File: src/rtl/shared_reg_arb_pkg.sv
// rtl/shared_reg_arb_pkg.sv - shared types, defaults and helpers for the shared register arbiter
package shared_reg_arb_pkg;

  typedef enum logic [1:0] {
    IDLE = 2'd0,
    OWN  = 2'd1,
    GAP  = 2'd2
  } state_e;

  localparam int NUM_REQ_DEF  = 4;
  localparam int DATA_W_DEF   = 32;
  localparam int MAX_HOLD_DEF = 8;
  localparam int MAX_REQ      = 8;

  // Sized for the largest supported requester count; callers cast down to NUM_REQ.
  function automatic logic [MAX_REQ-1:0] onehot(input logic [2:0] idx);
    return MAX_REQ'(1) << idx;
  endfunction

endpackage

File: src/rtl/shared_reg_arbiter_rr_picker.sv
// rtl/shared_reg_arbiter_rr_picker.sv - round-robin pick of the next requester after last_id
module rr_picker #(
  parameter  int NUM_REQ = 4,
  localparam int ID_W    = $clog2(NUM_REQ)
) (
  input  logic [NUM_REQ-1:0] req,
  input  logic [ID_W-1:0]    last_id,
  output logic               any,
  output logic [ID_W-1:0]    pick_id
);

  localparam int W = ID_W + 1;

  logic [NUM_REQ-1:0] rot;
  logic [W-1:0]       start;
  logic [W-1:0]       off;
  logic [W-1:0]       sum;

  always_comb begin
    any   = |req;
    start = {1'b0, last_id} + W'(1);
    // Doubling the vector lets a plain shift act as a rotate, including start==NUM_REQ.
    rot   = NUM_REQ'({req, req} >> start);
    off   = '0;
    for (int i = NUM_REQ - 1; i >= 0; i--) begin
      if (rot[i]) off = W'(i);
    end
    sum = start + off;
    if (sum >= W'(NUM_REQ)) sum = sum - W'(NUM_REQ);
    pick_id = sum[ID_W-1:0];
  end

endmodule

File: src/rtl/shared_reg_arbiter.sv
// rtl/shared_reg_arbiter.sv - round-robin owner arbitration for one shared holding register
module shared_reg_arbiter
  import shared_reg_arb_pkg::*;
#(
  parameter  int NUM_REQ  = NUM_REQ_DEF,
  parameter  int DATA_W   = DATA_W_DEF,
  parameter  int MAX_HOLD = MAX_HOLD_DEF,
  localparam int ID_W     = $clog2(NUM_REQ)
) (
  input  logic                      clk,
  input  logic                      rst,
  input  logic [NUM_REQ-1:0]        req,
  input  logic [NUM_REQ-1:0]        rel,
  input  logic [NUM_REQ-1:0]        wr_en,
  input  logic [NUM_REQ*DATA_W-1:0] wr_data,
  output logic [NUM_REQ-1:0]        gnt,
  output logic                      gnt_valid,
  output logic [ID_W-1:0]           gnt_id,
  output logic [DATA_W-1:0]         shared_q,
  output logic                      timeout
);

  localparam int HOLD_W = $clog2(MAX_HOLD + 1);

  state_e              state_q;
  state_e              state_d;
  logic [HOLD_W-1:0]   hold_q;
  logic [ID_W-1:0]     last_id_q;
  logic [ID_W-1:0]     pick_id;
  logic                any_req;
  logic                own_req;
  logic                own_rel;
  logic                own_wr_en;
  logic [DATA_W-1:0]   own_data;
  logic                hold_max;
  logic                own_exit;

  rr_picker #(.NUM_REQ(NUM_REQ)) u_picker (
    .req     (req),
    .last_id (last_id_q),
    .any     (any_req),
    .pick_id (pick_id)
  );

  // Owner mux: only the granted requester's controls and data are visible downstream.
  always_comb begin
    own_req   = 1'b0;
    own_rel   = 1'b0;
    own_wr_en = 1'b0;
    own_data  = '0;
    for (int i = 0; i < NUM_REQ; i++) begin
      case (gnt_id)
        ID_W'(i): begin
          own_req   = req[i];
          own_rel   = rel[i];
          own_wr_en = wr_en[i];
          own_data  = wr_data[i*DATA_W +: DATA_W];
        end
        default: ;
      endcase
    end
  end

  assign hold_max = (hold_q == HOLD_W'(MAX_HOLD));
  assign own_exit = own_rel || !own_req || hold_max;

  always_ff @(posedge clk) begin
    if (rst) begin
      state_q   <= IDLE;
      hold_q    <= '0;
      gnt_id    <= '0;
      last_id_q <= ID_W'(NUM_REQ - 1);
      shared_q  <= '0;
      timeout   <= 1'b0;
    end else begin
      state_q <= state_d;
      // Release or a dropped request takes precedence over the hold limit.
      timeout <= (state_q == OWN) && hold_max && !own_rel && own_req;
      case (state_q)
        IDLE: begin
          if (any_req) begin
            gnt_id    <= pick_id;
            last_id_q <= pick_id;
            hold_q    <= HOLD_W'(1);
          end
        end
        OWN: begin
          if (own_wr_en) shared_q <= own_data;
          if (!own_exit && !hold_max) hold_q <= hold_q + 1'b1;
        end
        default: ;
      endcase
    end
  end

  always_comb begin
    state_d = state_q;
    case (state_q)
      IDLE:    if (any_req) state_d = OWN;
      OWN:     if (own_exit) state_d = GAP;
      GAP:     state_d = IDLE;
      default: state_d = IDLE;
    endcase
  end

  always_comb begin
    gnt_valid = (state_q == OWN);
    gnt       = gnt_valid ? NUM_REQ'(onehot(3'(gnt_id))) : '0;
  end

endmodule
File: config.mk
export PLATFORM = sky130hd
export DESIGN_NAME = shared_reg_arbiter
export DESIGN_NICKNAME = d
export VERILOG_FILES = /design/src/rtl/shared_reg_arb_pkg.sv /design/src/rtl/shared_reg_arbiter_rr_picker.sv /design/src/rtl/shared_reg_arbiter.sv
export SDC_FILE = /design/constraint.sdc
export NUM_CORES = 1
export LEC_CHECK = 0
export CAP_MARGIN = 20
export CORE_MARGIN = 2
export CORE_UTILIZATION = 32
export DETAILED_ROUTE_END_ITERATION = 7
export GPL_TIMING_DRIVEN = 1
export PLACE_DENSITY = 0.77
export SYNTH_ARGS = -nofsm -noshare
export SYNTH_HDL_FRONTEND = slang
export SYNTH_HIERARCHICAL = 1
export SYNTH_SLANG_ARGS = --single-unit
File: constraint.sdc
create_clock -name clk -period 1.7 [get_ports clk]
set_input_delay 0.425 -clock clk [delete_from_list [all_inputs] [get_ports clk]]
set_output_delay 0.425 -clock clk [all_outputs]
set_load 0.03 [all_outputs]
== Word level (Yosys, flattened, before mapping) ==
Index checks and enable logic that the tools add are counted.

* Flip-flop bits (word level): 43
* Input port bits: 142
* Output and inout bits: 40
* Word-level logic and storage cells: 67

* $add $sub $neg: 4
* Order comparisons: 1
* Equal/unequal tests: 8
* Shifts and indexed selects: 2
* Multiplexer cells: 28
* Reduce and logical (&&, ||, !) cells: 18

{| class="wikitable"
|+ Operators by type and width
! cell !! number
|-
| $mux 32 || 4
|-
| $mux 2 || 7
|-
| $mux 1 || 12
|-
| $mux 4 || 3
|-
| $pmux 4 s2 || 1
|-
| $shr 8x3->4 || 1
|-
| $reduce_and 2->1 || 3
|-
| $add 4x1->4 const B || 1
|-
| $eq 2x1->1 const B || 2
|-
| $eq 2x2->1 const B || 2
|-
| $eq 4x4->1 const B || 1
|-
| $logic_and 1x1->1 || 4
|-
| $logic_not 1->1 || 4
|-
| $logic_not 2->1 || 2
|-
| $ne 2x1->1 const B || 2
|-
| $pmux 2 s2 || 1
|-
| $reduce_or 4->1 || 1
|-
| $shl 1x2->4 const A || 1
|-
| $add 2x1->3 const B || 1
|-
| $add 3x2->3 || 1
|-
| $ge 3x3->1 const B || 1
|-
| $reduce_and 3->1 || 1
|-
| $logic_or 1x1->1 || 2
|-
| $ne 2x2->1 const B || 1
|-
| other kinds (2) || 2
|}

== Longest topological paths before layout ==
Gate-level depths: netlist of the first run.

* Depth in word-level cells: 12
* Mapped depth: 10
* Mapped depth without buffers: 9

== Hierarchy ==
The synthesis of the first run kept the hierarchy.

{| class="wikitable"
|+ By module, submodules not included
! module !! times used !! cells each !! area each (µm²) !! sequential area each (µm²)
|-
| shared_reg_arbiter || 1 || 249 || 2484.9 || 860.8
|-
| rr_picker || 1 || 26 || 175.2 || 0.0
|}

== Worst setup path before layout of the first run ==
No wires, ideal clock.

* Path kind: register to output
* From: register gnt_id[0]
* To: output port gnt[1]
* Arrival: 1.646 ns
* Required time: 1.275 ns
* Slack: -0.371 ns
* Cell stages (with the launch flop): 4
* Path buffers: 2
* Cells stage by stage: dfxtp_1 buf_6 buf_2 nor3b_1

* Cells in the longest elaborated chain, start to end: 2

{| class="wikitable"
|+ RTL lines
! element !! line !! text
|-
| start, declared || shared_reg_arbiter.sv:18 || <nowiki>output logic [ID_W-1:0] gnt_id,</nowiki>
|-
| start signal, assigned || shared_reg_arbiter.sv:82 || <nowiki>gnt_id <= pick_id;</nowiki>
|-
| $shl 1x2->4 || shared_reg_arb_pkg.sv:17 || <nowiki>return MAX_REQ'(1) << idx;</nowiki>
|-
| $mux 4 || shared_reg_arbiter.sv:108 || <nowiki>gnt = gnt_valid ? NUM_REQ'(onehot(3'(gnt_id))) : '0;</nowiki>
|-
| end, declared || shared_reg_arbiter.sv:16 || <nowiki>output logic [NUM_REQ-1:0] gnt,</nowiki>
|}

Every way passes these cells.

== Final worst setup path of the first run ==
* From: input port wr_en[0]
* To: register shared_q[0]

* Cells in the longest elaborated chain, start to end: 5

{| class="wikitable"
|+ RTL lines
! element !! line !! text
|-
| start, declared || shared_reg_arbiter.sv:14 || <nowiki>input logic [NUM_REQ-1:0] wr_en,</nowiki>
|-
| $mux 1 (4 in a row) || shared_reg_arbiter.sv:52 || <nowiki>case (gnt_id)</nowiki>
|-
| $reduce_and 2->1 (no line) || n/a ||
|-
| end signal, assigned || shared_reg_arbiter.sv:88 || <nowiki>if (own_wr_en) shared_q <= own_data;</nowiki>
|-
| end, declared || shared_reg_arbiter.sv:19 || <nowiki>output logic [DATA_W-1:0] shared_q,</nowiki>
|}

Every way passes these cells.
A chain may end at the register's enable or synchronous reset.

==> flow_metrics.env, run 1 <==
export IMPL_run_status="complete, no violations"
export IMPL_drt_iter0_drc=64
export IMPL_cts_reportedPaths_clkPinSlew_ns=0.08
export IMPL_synth_top_cell_by_area="dfxtp_1"
export IMPL_cts_buffers=5
export IMPL_maxCapViolCount=0
export IMPL_finalCriticalPeriod_ns=1.67
export IMPL_ant_nets=0
export IMPL_grt_use_total_pct=19.4
export IMPL_ys_seq_area_share_pct=32.4
export IMPL_required_ns=1.86
export IMPL_nFillCells=715
export IMPL_p_sw_mw=1.74
export IMPL_synth_edf_count=0
export IMPL_hpwl_mm=7.43
export IMPL_cp_end_kind="flop"
export IMPL_yosysUniqueCellTypes=41
export IMPL_rows=33
export IMPL_fin_area_sq_mm=0.00484
export IMPL_die_height_um=95.2
export IMPL_finalCoreUtilization_pct=59.5
export IMPL_via_per_inst=4.98
export IMPL_p_per_area_mw_per_mm2=1020
export IMPL_cp_arrival_ns=1.83
export IMPL_fin_ws_ns=0.0259
export IMPL_grt_overflow_total=0
export IMPL_final_cells=572
export IMPL_synth_top_cell_area_share_pct=32.4
export IMPL_slowest_delay_ns=0.47
export IMPL_grt_pass1_vias=2704
export IMPL_rsz0062_at_grt="yes"
export IMPL_drive_gt1_share_pct=20.3
export IMPL_area_growth_pct=81.9
export IMPL_cts_root_buf="clkbuf_8"
export IMPL_antenna_found_initial=0
export IMPL_cp_depth=6
export IMPL_port_buffers=181
export IMPL_cts_num_sinks=43
export IMPL_finalPower_mw=4.95
export IMPL_hold_violations=0
export IMPL_cts_buffer_depth=2
export IMPL_cts_tree="yes"
export IMPL_yosysWarningCount=6
export IMPL_h_tree_depth=2
export IMPL_postRouteWirelength_mm=9.31
export IMPL_p_leak_nw=1.92
export IMPL_crit_chain="clkdlybuf4s50_1 -> mux4_2 -> and2_2 -> buf_12 -> nand2_1 -> a21oi_1"
export IMPL_maxSlewHeadroom_pct=69.7
export IMPL_seq_power_share_pct=26.7
export IMPL_synth_top_flop_cell="dfxtp_1"
export IMPL_grt_max_degree=33
export IMPL_core_area_sq_mm=0.00813
export IMPL_gp_congestion=0.747
export IMPL_r2r_cells=8
export IMPL_max_freq_mhz=597
export IMPL_firstDrtPassIters=4
export IMPL_initial_core_util_pct=32.7
export IMPL_clk_latency_ns=0.29
export IMPL_timing_final_crit_share_pct=98.5
export IMPL_fp_dieW_um=95.2
export IMPL_dp_slack_ns=-0.659
export IMPL_path_buf_inv=2
export IMPL_pwr_share_comb_pct=54.4
export IMPL_antenna_diode_count=0
export IMPL_synthArstFlopShare_pct=0
export IMPL_dieArea_sq_mm=0.00906
export IMPL_p_int_mw=3.21
export IMPL_startpoint_type="input pin"
export IMPL_tns_ns=0
export IMPL_io_pins=182
export IMPL_placed_cells=555
export IMPL_slowest_stage="mux4_2"
export IMPL_cts_hold_buffers_added=0
export IMPL_placed_area_sq_mm=0.00462
export IMPL_ys_top_cells_by_area="dfxtp_1 (32%), mux4_2 (28%), nand2_1 (11%)"
export IMPL_critPathMaxFanout=11
export IMPL_routedWlPerCell_um=16.3
export IMPL_hold_class="reg2reg"
export IMPL_switching_share_pct=35.1
export IMPL_finClkSkew_ns=0.00912
export IMPL_vias=2848
export IMPL_yosys_register_bits=43
export IMPL_whs_path_depth=2
export IMPL_synth_fp_nets=420
export IMPL_nets=611
export IMPL_critPathKind="in2reg"
export IMPL_irDropWorstVdd_uv=443
export IMPL_worst_pin_slew_ns=0.455
export IMPL_drc_errors=0
export IMPL_avgSynthCellArea_sq_um=9.67
export IMPL_clkPwrFrac_pct=18.9
export IMPL_holdWs_ns=0.453
export IMPL_syn_inst=275
export IMPL_grt_pass1_wl_mm=13.6
export IMPL_setup_violations_final=0
export IMPL_cpLargestDelayFamily="buffers and inverters"
export IMPL_slew_viol_final=0
export IMPL_syn_area_sq_mm=0.00266
placed cells by master, fill, tap and decap left out, drive strengths merged, types with 2 or more instances in the layout:
cell type,n
clkbuf,8
nand2,79
nor2b,2
mux2i,4
nor3b,3
and3,2
or3,3
ha,3
dfxtp,43
xnor2,2
inv,7
buf,33
mux4,33
nor2,4
nand2b,2
bufinv,2
clkdlybuf4s50,136
a21oi,41
o21ai,2
dlygate4sd2,33
nor3,3
cell type report:
type	count	area (sq um)	share of cell area [%]
clock buffers	6	72.6	1.50
clock inverters	2	60.1	1.24
inverters	8	31.3	0.646
multi-input cells	202	1680	34.6
flip-flops and latches	43	877	18.1
well taps	105	131	2.71
repair buffers	206	1990	41.2
worst register-to-register path, delay by kind of cell (launching register included):
family,cells,cell delay (ns)
compound gates,3,0.38
xor+xnor,2,0.28
fa+ha+maj,1,0.19
flops,1,0.39
simple gates,2,0.33
kinds of logic (layout without fill, tap and decap cells):
logic type | Yosys count | in the layout | synth area share [%]
flip-flops | 43 | 43 | 32.4
AND/OR/NAND/NOR | 107 | 107 | 18.0
AO/OA/AOI/OAI | 53 | 53 | 11.6
adder cells (fa/ha/maj) | 3 | 3 | 1.41
buffers and inverters | 30 | 222 | 6.49
XOR/XNOR | 2 | 2 | 0.659
multiplexers | 37 | 37 | 29.4
power groups by stage:
stage / Combinational (mW) / Clock (mW) / Sequential, mW
6_report: 2.69 / 0.934 / 1.32
5_1_grt: 2.89 / 1.00 / 1.35
4_1_cts: 2.62 / 0.964 / 1.35
3_5_place_dp: 2.59 / 0 / 1.36
3_3_place_gp: 2.54 / 0 / 1.35
2_1_floorplan: 1.43 / 0 / 1.57
layer usage:
layer / global-route usage [%] / part of all wire (%) / wire, um / vias up
li1: - / - / - / 1372
met1: 22.6 / 37 / 3400 / 1355
met2: 35.4 / 54 / 5000 / 109
met3: 4.82 / 8.2 / 764 / 12
met4: 5.19 / 1.5 / 144 / 0
met5: 0 / 0 / 0 / -
flip-flops by register name, summed over array words and instances (netlist names):
register   flops
last_id_q      2
hold_q         4
shared_q      32
state_q        2
timeout        1
gnt_id         2
synth_stat cells (2+ instances only):
cell type,count
xnor2_1,2
dfxtp_1,43
nor3b_1,3
and3_1,2
nor2_1,4
buf_4,3
nor3_1,3
mux4_2,33
nand2_1,79
buf_6,5
clkbuf_1,5
mux2i_1,4
inv_1,7
ha_1,3
or3_1,3
buf_2,9
nor2b_1,2
nand2b_1,2
a21oi_1,41
worst paths after layout:
check / start / slack (ns) / endpoint
max: wr_en[0] / 0.03 / shared_q[0]$_SDFFE_PP0P_
min: shared_q[13]$_SDFFE_PP0P_ / 0.45 / shared_q[13]$_SDFFE_PP0P_
max reg2reg: last_id_q[1]$_SDFFE_PP1P_ / 0.04 / gnt_id[1]$_SDFFE_PP0P_
min reg2reg: shared_q[13]$_SDFFE_PP0P_ / 0.45 / shared_q[13]$_SDFFE_PP0P_
repair_timing:
action,in CTS,in global routing
endpoints found under the setup margin,46,8
buffers inserted,5,4
resized for setup,52,11
No activity file was read; power rests on OpenSTA's default activity.
==> run 2, diff against run 1 <==
--- a/config.mk
+++ b/config.mk
@@ -11,7 +11,7 @@
 export DETAILED_ROUTE_END_ITERATION = 7
 export GPL_TIMING_DRIVEN = 1
 export PLACE_DENSITY = 0.77
+export SLEW_MARGIN = 10
 export SYNTH_ARGS = -nofsm -noshare
 export SYNTH_HDL_FRONTEND = slang
-export SYNTH_HIERARCHICAL = 1
 export SYNTH_SLANG_ARGS = --single-unit
==> run 2 against run 1 <==
Setup slack improved by 0.0061 ns. Hold slack about the same. Via count decreased by 0.84%. Utilization increased by 0.087 points. Count of clock-buffer cells in the layout increased by 2. Critical endpoint is now gnt_id[0]$_SDFFE_PP0P_. Largest power group unchanged.
==> flow_metrics.env, run 2 <==
export IMPL_run_status="complete, no violations"
export IMPL_grt_max_degree=30
export IMPL_firstDrtPassIters=4
export IMPL_critPathKind="reg2reg"
export IMPL_cts_buffers=5
export IMPL_dp_slack_ns=-0.473
export IMPL_yosys_register_bits=43
export IMPL_cts_root_buf="clkbuf_8"
export IMPL_grt_use_total_pct=18.7
export IMPL_required_ns=1.85
export IMPL_fp_dieW_um=94.7
export IMPL_path_buf_inv=2
export IMPL_antenna_found_initial=0
export IMPL_drt_iter0_drc=89
export IMPL_setup_violations_final=0
export IMPL_top_regs="shared_q x32, hold_q x4"
export IMPL_p_leak_nw=1.91
export IMPL_fin_area_sq_mm=0.00482
export IMPL_finClkSkew_ns=0.00615
export IMPL_maxSlewHeadroom_pct=63.0
export IMPL_wl_met1_mm=3.21
export IMPL_clk_latency_ns=0.29
export IMPL_finalCriticalPeriod_ns=1.67
export IMPL_synth_edf_count=0
export IMPL_cts_buffer_depth=2
export IMPL_hold_class="reg2reg"
export IMPL_final_cell_mix="clkdlybuf4s50_1 (132), nand2_1 (67), dfxtp_1 (38)"
export IMPL_grt_overflow_total=0
export IMPL_irDropWorstVdd_uv=416
export IMPL_cts_hold_buffers_added=0
export IMPL_r2r_start="last_id_q[0]$_SDFFE_PP1P_"
export IMPL_ys_top_cells_by_area="dfxtp_1 (33%), mux4_2 (28%), nand2_1 (9.7%)"
export IMPL_wl_met2_mm=4.79
export IMPL_cp_end_kind="flop"
export IMPL_synth_fp_nets=418
export IMPL_hold_violations=0
export IMPL_worst_pin_slew_ns=0.555
export IMPL_vias=2824
export IMPL_drc_errors=0
export IMPL_routed_top_layer="met4"
export IMPL_port_buffers=181
export IMPL_slowest_stage="dfxtp_4"
export IMPL_routedWlPerCell_um=15.5
export IMPL_wl_met3_um=644
export IMPL_synthArstFlopShare_pct=0
export IMPL_drive_gt1_share_pct=22.8
export IMPL_fin_ws_ns=0.0320
export IMPL_rsz0062_at_grt="yes"
export IMPL_syn_area_sq_mm=0.00263
export IMPL_maxCapViolCount=0
export IMPL_placed_area_sq_mm=0.00461
export IMPL_worstSetupStartpoint="last_id_q[0]$_SDFFE_PP1P_"
export IMPL_max_freq_mhz=600
export IMPL_antenna_diode_count=0
export IMPL_grt_pass1_wl_mm=13.1
export IMPL_nets=604
export IMPL_yosysUniqueCellTypes=39
export IMPL_postRouteWirelength_mm=8.73
export IMPL_p_per_area_mw_per_mm2=953
export IMPL_cts_tree="yes"
export IMPL_initial_core_util_pct=32.5
export IMPL_slowest_delay_ns=0.37
export IMPL_crit_chain="buf_6 -> buf_4 -> nor4_1 -> a211oi_2 -> ha_2 -> nand2_2 -> o21ai_1 -> nor2_1"
export IMPL_syn_inst=273
export IMPL_gp_congestion=0.895
export IMPL_startpoint_type="flop"
export IMPL_core_area_sq_mm=0.00809
export IMPL_io_pins=182
export IMPL_ys_seq_area_share_pct=32.7
export IMPL_largest_reg_flops=32
export IMPL_rows=33
export IMPL_synthTopCellsByCount="nand2_1 (68), dfxtp_1 (43), a21oi_1 (36)"
export IMPL_synth_top_flop_cell="dfxtp_1"
export IMPL_top_register="shared_q"
export IMPL_cts_reportedPaths_clkPinSlew_ns=0.08
export IMPL_synth_top_cell_area_share_pct=32.7
export IMPL_avgSynthCellArea_sq_um=9.65
export IMPL_die_height_um=94.7
export IMPL_slew_viol_final=0
export IMPL_yosysWarningCount=0
export IMPL_ant_nets=0
export IMPL_worstHoldStart="shared_q[29]$_SDFFE_PP0P_"
export IMPL_dieArea_sq_mm=0.00897
export IMPL_synth_top_cell_by_area="dfxtp_1"
export IMPL_cpLargestDelayFamily="simple AND/OR/NAND/NOR gates"
export IMPL_yosysMostFrequentCell="nand2_1"
export IMPL_hpwl_mm=6.84
export IMPL_final_common_cell="clkdlybuf4s50_1"
export IMPL_critPathMaxFanout=5
export IMPL_via_per_inst=5.00
export IMPL_cts_num_sinks=43
export IMPL_grt_pass1_vias=2855
export IMPL_timing_final_crit_share_pct=98.1
export IMPL_finalCoreUtilization_pct=59.6
export IMPL_cp_arrival_ns=1.82
export IMPL_h_tree_depth=2
export IMPL_area_growth_pct=83.1
==> run 2: path summary, 6_finish.rpt <==
kind                               end  slack [ns]  depth (start not counted)
max             gnt_id[0]$_SDFFE_PP0P_        0.03                          8
min          shared_q[29]$_SDFFE_PP0P_        0.45                          2
max reg2reg     gnt_id[0]$_SDFFE_PP0P_        0.03                          8
min reg2reg  shared_q[29]$_SDFFE_PP0P_        0.45                          2
==> run 2: cells by family (layout without fill, tap and decap cells) <==
| logic type | count (synthesis) | after routing | synth area share, % |
|---|---|---|---|
| AND/OR/NAND/NOR | 108 | 108 | 18.2 |
| AO/OA/AOI/OAI | 51 | 51 | 11.7 |
| flip-flops | 43 | 43 | 32.7 |
| multiplexers | 35 | 35 | 29.0 |
| buffers and inverters | 30 | 217 | 5.99 |
| adder cells (fa/ha/maj) | 3 | 3 | 1.43 |
| XOR/XNOR | 3 | 3 | 0.998 |
==> run 2: metrics by stage <==
step                      TNS (ns)  power, mW  cells  hold WS (ns)
after floorplan             -0.437       2.89    273         0.477
after global placement       -8.95       3.78    554         0.441
after detailed placement    -10.61       3.83    554         0.446
after CTS                 -0.00637       4.50    562         0.455
after global routing       -0.0313       4.88    565         0.476
final                            0       4.59    565         0.453
==> run 2: repair_timing <==
action | in CTS | in global routing
endpoints found under the setup margin | 47 | 13
resized for setup | 51 | 30
pin swaps | 4 | 7
cloned | 0 | 0
setup buffers | 0 | 3
==> run 2: where the power goes <==
group	switching, mW	internal (mW)	leakage (nW)
logic	1.22	1.35	1.50
clock network	0.337	0.371	0.0515
registers	0.132	1.18	0.352
total	1.69	2.90	1.91
==> run 2: layout make-up <==
| type | count | area, sq um |
|---|---|---|
| inverters | 6 | 22.5 |
| repair buffers | 203 | 1970 |
| fillers | 686 | 3270 |
| well taps | 105 | 131 |
| flip-flops and latches | 43 | 872 |
| clock buffers | 8 | 100 |
| multi-input cells | 200 | 1730 |
==> run 2: layer usage <==
metal	up-vias	global-route usage, %
li1	1354	-
met1	1343	19.5
met2	119	37.3
met3	8	3.83
met4	0	4.95
met5	-	0
==> run 2: tightest hold or removal path, delay by kind of cell (launching register included) <==
family / cells / cell delay (ns)
DFF: 1 / 0.31
and+or+nand+nor: 1 / 0.05
AOI/OAI and AO/OA: 1 / 0.05
